$ cat src/rtl/fetch_flow_ctrl.sv
// Fetch flow control: tracks outstanding icache fetches, gates FIFO writes,
// sequences backend flushes and instruction barriers.
// Optional performance counters are enabled by defining FETCH_FLOW_PERF_EN.
module fetch_flow_ctrl #(
    parameter int unsigned MAX_OUTSTANDING = 3
) (
    input  logic        clk,
    input  logic        rstn,
    input  logic        if0_req_fire,
    input  logic        if1_rsp_valid,
    input  logic        fifo_allowin,
    input  logic        nearly_full,
    input  logic        fifo_valid,
    input  logic        bk_flush,
    input  logic [31:0] bk_flush_pc,
    input  logic        ibar_req,
    input  logic        icache_idle,
    output logic        fifo_readygo,
    output logic        fifo_flush,
    output logic        if0_stall,
    output logic        redirect_valid,
    output logic [31:0] redirect_pc,
    output logic        ibar_done,
    output logic [31:0] perf_stall_cnt,
    output logic [31:0] perf_drop_cnt
);

    localparam int unsigned CNT_W    = 2;
    localparam int unsigned PC_W     = 32;
    localparam int unsigned PERF_W   = 32;
    localparam logic [CNT_W-1:0] MAX_CNT  = CNT_W'(MAX_OUTSTANDING);
    localparam logic [PC_W-1:0]  RESET_PC = 32'h1C00_0000;

    typedef enum logic [1:0] {
        ST_RUN   = 2'd0,
        ST_FLUSH = 2'd1,
        ST_DRAIN = 2'd2,
        ST_IBAR  = 2'd3
    } state_t;

    state_t             r_state;
    state_t             w_state_nxt;
    logic [CNT_W-1:0]   r_out_cnt;
    logic [CNT_W-1:0]   w_out_cnt_nxt;
    logic [CNT_W-1:0]   r_drop_cnt;
    logic [CNT_W-1:0]   w_drop_cnt_nxt;
    logic [CNT_W-1:0]   w_drop_dec;
    logic [CNT_W-1:0]   w_drop_on_flush;
    logic               r_fifo_flush;
    logic               r_redirect_valid;
    logic [PC_W-1:0]    r_redirect_pc;
    logic               r_ibar_done;
    logic               w_ibar_done_nxt;
    logic               w_ibar_exit;
    logic               w_write_state;
    logic               w_drop_evt;

    // Combinational handshakes towards IF0 and the fetch FIFO
    assign w_write_state = (r_state == ST_RUN) || (r_state == ST_IBAR);
    assign if0_stall     = nearly_full || (r_out_cnt == MAX_CNT) ||
                           (r_state != ST_RUN) || bk_flush;
    assign fifo_readygo  = if1_rsp_valid && fifo_allowin && w_write_state && !bk_flush;

    assign fifo_flush     = r_fifo_flush;
    assign redirect_valid = r_redirect_valid;
    assign redirect_pc    = r_redirect_pc;
    assign ibar_done      = r_ibar_done;

    assign w_ibar_exit = (r_state == ST_IBAR) && (r_out_cnt == '0) &&
                         !fifo_valid && icache_idle;
    assign w_drop_evt  = if1_rsp_valid &&
                         (bk_flush || (r_state == ST_FLUSH) || (r_state == ST_DRAIN));

    // Responses still owed at flush time, excluding the one discarded this cycle
    assign w_drop_on_flush = (if1_rsp_valid && (r_out_cnt != '0)) ?
                             r_out_cnt - CNT_W'(1) : r_out_cnt;
    assign w_drop_dec      = (if1_rsp_valid && (r_drop_cnt != '0)) ?
                             r_drop_cnt - CNT_W'(1) : r_drop_cnt;

    // Saturating outstanding-request counter
    always_comb begin
        w_out_cnt_nxt = r_out_cnt;
        if (if0_req_fire && !if1_rsp_valid && (r_out_cnt != MAX_CNT)) begin
            w_out_cnt_nxt = r_out_cnt + CNT_W'(1);
        end else if (!if0_req_fire && if1_rsp_valid && (r_out_cnt != '0)) begin
            w_out_cnt_nxt = r_out_cnt - CNT_W'(1);
        end
    end

    always_ff @(posedge clk or negedge rstn) begin
        if (!rstn) begin
            r_state <= ST_RUN;
        end else begin
            r_state <= w_state_nxt;
        end
    end

    // Next-state logic; a flush overrides every other transition
    always_comb begin
        w_state_nxt     = r_state;
        w_drop_cnt_nxt  = r_drop_cnt;
        w_ibar_done_nxt = 1'b0;
        if (bk_flush) begin
            w_state_nxt    = ST_FLUSH;
            w_drop_cnt_nxt = w_drop_on_flush;
        end else begin
            case (r_state)
                ST_RUN: begin
                    if (ibar_req) begin
                        w_state_nxt = ST_IBAR;
                    end
                end
                ST_FLUSH: begin
                    w_drop_cnt_nxt = w_drop_dec;
                    w_state_nxt    = (w_drop_dec != '0) ? ST_DRAIN : ST_RUN;
                end
                ST_DRAIN: begin
                    w_drop_cnt_nxt = w_drop_dec;
                    if (w_drop_dec == '0) begin
                        w_state_nxt = ST_RUN;
                    end
                end
                ST_IBAR: begin
                    if (w_ibar_exit) begin
                        w_state_nxt     = ST_RUN;
                        w_ibar_done_nxt = 1'b1;
                    end
                end
                default: begin
                    w_state_nxt = ST_RUN;
                end
            endcase
        end
    end

    always_ff @(posedge clk or negedge rstn) begin
        if (!rstn) begin
            r_out_cnt        <= '0;
            r_drop_cnt       <= '0;
            r_fifo_flush     <= 1'b0;
            r_redirect_valid <= 1'b0;
            r_redirect_pc    <= RESET_PC;
            r_ibar_done      <= 1'b0;
        end else begin
            r_out_cnt        <= w_out_cnt_nxt;
            r_drop_cnt       <= w_drop_cnt_nxt;
            r_fifo_flush     <= bk_flush;
            r_redirect_valid <= bk_flush;
            r_ibar_done      <= w_ibar_done_nxt;
            if (bk_flush) begin
                r_redirect_pc <= bk_flush_pc;
            end
        end
    end

`ifdef FETCH_FLOW_PERF_EN
    logic [PERF_W-1:0] r_perf_stall_cnt;
    logic [PERF_W-1:0] r_perf_drop_cnt;

    // Free-running counters, wrapping naturally
    always_ff @(posedge clk or negedge rstn) begin
        if (!rstn) begin
            r_perf_stall_cnt <= '0;
            r_perf_drop_cnt  <= '0;
        end else begin
            if (if0_stall) begin
                r_perf_stall_cnt <= r_perf_stall_cnt + PERF_W'(1);
            end
            if (w_drop_evt) begin
                r_perf_drop_cnt <= r_perf_drop_cnt + PERF_W'(1);
            end
        end
    end

    assign perf_stall_cnt = r_perf_stall_cnt;
    assign perf_drop_cnt  = r_perf_drop_cnt;
`else
    logic w_unused_perf;
    assign w_unused_perf  = w_drop_evt;
    assign perf_stall_cnt = '0;
    assign perf_drop_cnt  = '0;
`endif

endmodule

$ cat config.mk
export PLATFORM = sky130hd
export DESIGN_NAME = fetch_flow_ctrl
export DESIGN_NICKNAME = d
export VERILOG_FILES = /design/src/rtl/fetch_flow_ctrl.sv
export SDC_FILE = /design/constraint.sdc
export NUM_CORES = 1
export LEC_CHECK = 0
export BUFFER_PORTS_ARGS = -buffer_cell sky130_fd_sc_hd__buf_4
export CAP_MARGIN = 5
export CORE_MARGIN = 4
export CORE_UTILIZATION = 45
export CTS_BUF_LIST = sky130_fd_sc_hd__clkbuf_4 sky130_fd_sc_hd__clkbuf_8
export DETAILED_ROUTE_END_ITERATION = 6
export PLACE_DENSITY = 0.91
export SLEW_MARGIN = 25
export SYNTH_ARGS = -nofsm -noshare
export SYNTH_HDL_FRONTEND = slang
export SYNTH_SLANG_ARGS = --single-unit
$ cat constraint.sdc
create_clock -name clk -period 3.8 [get_ports clk]
set_input_delay 0.19 -clock clk [delete_from_list [all_inputs] [get_ports clk]]
set_output_delay 0.19 -clock clk [all_outputs]
set_load 0.1 [all_outputs]
==> metrics.md <==
| Metric | Value |
|---|---|
| Status | `complete, no violations` |
| Gpl congestion | `0.6808` |
| DR vias/cell | `4.319` |
| Setup CP Type | `flop to output pin` |
| Slew margin rel. | `66.00%` |
| Postcts setup bufs | `0` |
| Post-Syn Instances | `193` |
| Main synth FF type | `dfrtp_1` |
| Maxcap violations | `0` |
| Period utilization | `50.31%` |
| Io pins | `143` |
| Die height | `78.94 um` |
| Yosys cell types | `32` |
| Synthesized flop and latch total | `40` |
| GR Overflow Total | `0` |
| Port Buf Inserts | `78` |
| Pwr dens | `656.6 nW/um2` |
| Total track usage | `13.55%` |
| ANT nets after route | `0` |
| Initial core utilization | `47.32%` |
| Detailed Place HPWL | `3345 um` |
| Fmax | `0.5231 GHz` |
| Vias | `1464` |
| Reg2reg setup slack | `2070 ps` |
| Max stage delay on crit path | `380 ps` |
| Fin crit period | `1912 ps` |
| Row Count | `25` |
| First-pass GRT wire length | `6575 um` |
| Share of layout cells above drive strength 1 | `45.59%` |
| Initial antenna violation count | `0` |
| Worst R2R End | `r_state[1]` |
| CP Depth | `4` |
| CP startpoint | `r_state[0]` |
| Pin count of the biggest net entering global routing | `45` |
| Crit end category | `output pin` |
| Synth warnings | `0` |
| Drt initial violations | `28` |
| Average routed wire per standard cell | `12.55 um` |
| Core ar. | `4786 um2` |
| Crit path cell chain | `inv_1 -> ha_1 -> nor4bb_2 -> buf_4` |
| CTS max path bufs | `2` |
| Synth top area share | `40.88%` |
| Dominant cell type by area after synthesis | `dfrtp_1` |
| Leakage | `0.001417 uW` |
| Finish-stage setup viols | `0` |
| Ys async rst share | `100.0%` |
| Setup_tns | `0 ps` |
| Clock Skews | `1.707 ps` |
| Final Hold Fails | `0` |
| Worst-path clk slew | `80 ps` |
| Synth Cell Area | `2265 um2` |
| Die ar. | `6232 um2` |
| Worst-Margin Slew | `510.0 ps` |
| # fillers | `429` |
| Number of synthesized flops with an enable pin | `0` |
| Worst Path Buf+Inv | `2` |
| Setup crit start kind | `flop` |
| Resize count post-CTS | `0` |
| Setup crit end | `fifo_readygo` |
| Largest cells by area after synthesis | `dfrtp_1, buf_4, mux2_2` |
| Vias in the first global route | `1431` |
| Sequential share of the synthesized area | `44.36%` |
| Total iterations of the first detailed-routing run | `4` |
| Slew Viols, Final | `0` |
| Total CTS buffers | `5` |
| Die Width | `78.94 um` |
| Syn-to-layout area delta | `21.93%` |
| Htree depth | `2` |
| Post-detailed-routing wire length | `4256 um` |
| HP Class | `input port to flop` |
| DRC errors left | `0` |
| RSZ-0062 raised after global routing | `no` |
| Worst Path Arrival | `1720 ps` |
| Layout Nets | `320` |
| CTS Hold Bufs | `1` |
| Antenna Diode Count | `0` |
| Layout Utilization | `57.70%` |
| Origin of the critical flop-to-flop path | `r_drop_cnt[0]` |
| Clk_lat worst skew | `290 ps` |
| Clk sink count | `40` |
| Root Driver | `clkbuf_8` |
| R2R depth | `6` |
| Maximum VDD drop | `0.3341 mV` |
| CTS tree | `yes` |
| Slowest CP cell | `dfrtp_1` |
| Req. time, crit path | `3610 ps` |
| Mean Syn Cell Area | `11.73 um2` |
| Critical path's top delay family | `buffers and inverters` |
| CP max FO | `3` |
-- final cells by class --
class	instances	area, um2	share of cell area, %
repair buffers	79	595.6	21.57
well taps	67	83.83	3.036
flip-flops and latches	40	1005	36.38
inverters	6	22.52	0.8156
clock buffers	8	97.59	3.534
multi-input cells	139	957.2	34.66
-- cell families after synthesis --
family,share of synthesized area (%)
AOI/OAI and AO/OA,3.757
xor gates and xnor gates,1.160
adders and majority gates,3.867
buffers and inverters,24.09
DFF,44.36
muxes,17.24
other,0.1656
and+or+nand+nor,5.359
-- state kept, by name, indices dropped and copies added (netlist names) --
name	cells
ibar_done	1
r_out_cnt	2
r_state	2
redirect_pc	32
r_drop_cnt	2
redirect_valid	1
-- worst min path at each step --
stage / startpoint / to / cells past startpoint
after global placement: rstn / r_out_cnt[1] / 1
after global routing: if0_req_fire / r_out_cnt[1] / 2
after detailed placement: rstn / r_out_cnt[1] / 1
final: if0_req_fire / r_out_cnt[1] / 2
after CTS: if0_req_fire / r_out_cnt[1] / 2
after floorplan: rstn / ibar_done / 0
-- routing by layer --
metal	up-vias	share of wire, %	GRT usage (%)
li1	670	-	-
met1	697	33	13.47
met2	88	53	24.79
met3	9	12	5.896
met4	0	1.8	5.155
met5	-	0	0
-- metrics by stage --
stage	cell area [um2]	cells	worst slack, ps	total power (uW)	hold slack [ps]
floorplan	2507	256	1044	1409	-105.6
global placement	2654	330	2213	1496	196.5
detailed placement	2654	330	2070	1522	200.2
CTS	2761	339	1857	1833	95.60
global route	2761	339	1807	1907	100.4
finish	2761	339	1888	1813	103.4
-- where the power goes --
group	internal (uW)	leakage, uW	switching [uW]
registers	496	0.000465	44.6
logic	230	0.000900	742
clock network	162	0.0000523	138
total	888	0.00142	925
-- Yosys cell counts, types with 3 or more instances --
library cell,instances
dfrtp_1,37
mux2_2,32
inv_1,6
buf_2,4
nand2b_1,3
dfstp_2,3
ha_1,7
nor2b_1,3
mux2i_1,3
xnor2_1,3
buf_4,65
nor2_1,4
-- cell usage in the layout, fill, tap and decap left out --
cell,synthesis,routed
dfrtp_1,37,37
nor2b_1,3,3
dlygate4sd3_1,0,1
nor4bb_2,0,1
and4b_1,1,1
o211ai_1,1,1
o21ai_0,1,1
nand2b_1,3,3
nor2_1,4,4
nor3b_1,1,1
nand3b_1,2,2
mux2_2,32,32
nor3_1,2,2
a21oi_1,2,2
a221oi_2,1,1
a221oi_1,1,1
dfstp_2,3,3
conb_1,1,64
clkbuf_8,0,6
clkbuf_4,0,2
xnor2_1,3,3
mux2i_1,3,3
a21o_1,1,1
nor4_1,1,1
o21a_1,1,1
nand2_1,1,1
or3_1,1,1
buf_4,65,78
inv_1,6,6
a311oi_2,1,1
ha_1,7,7
a22o_1,1,1
(Power assumes the default switching activity.)
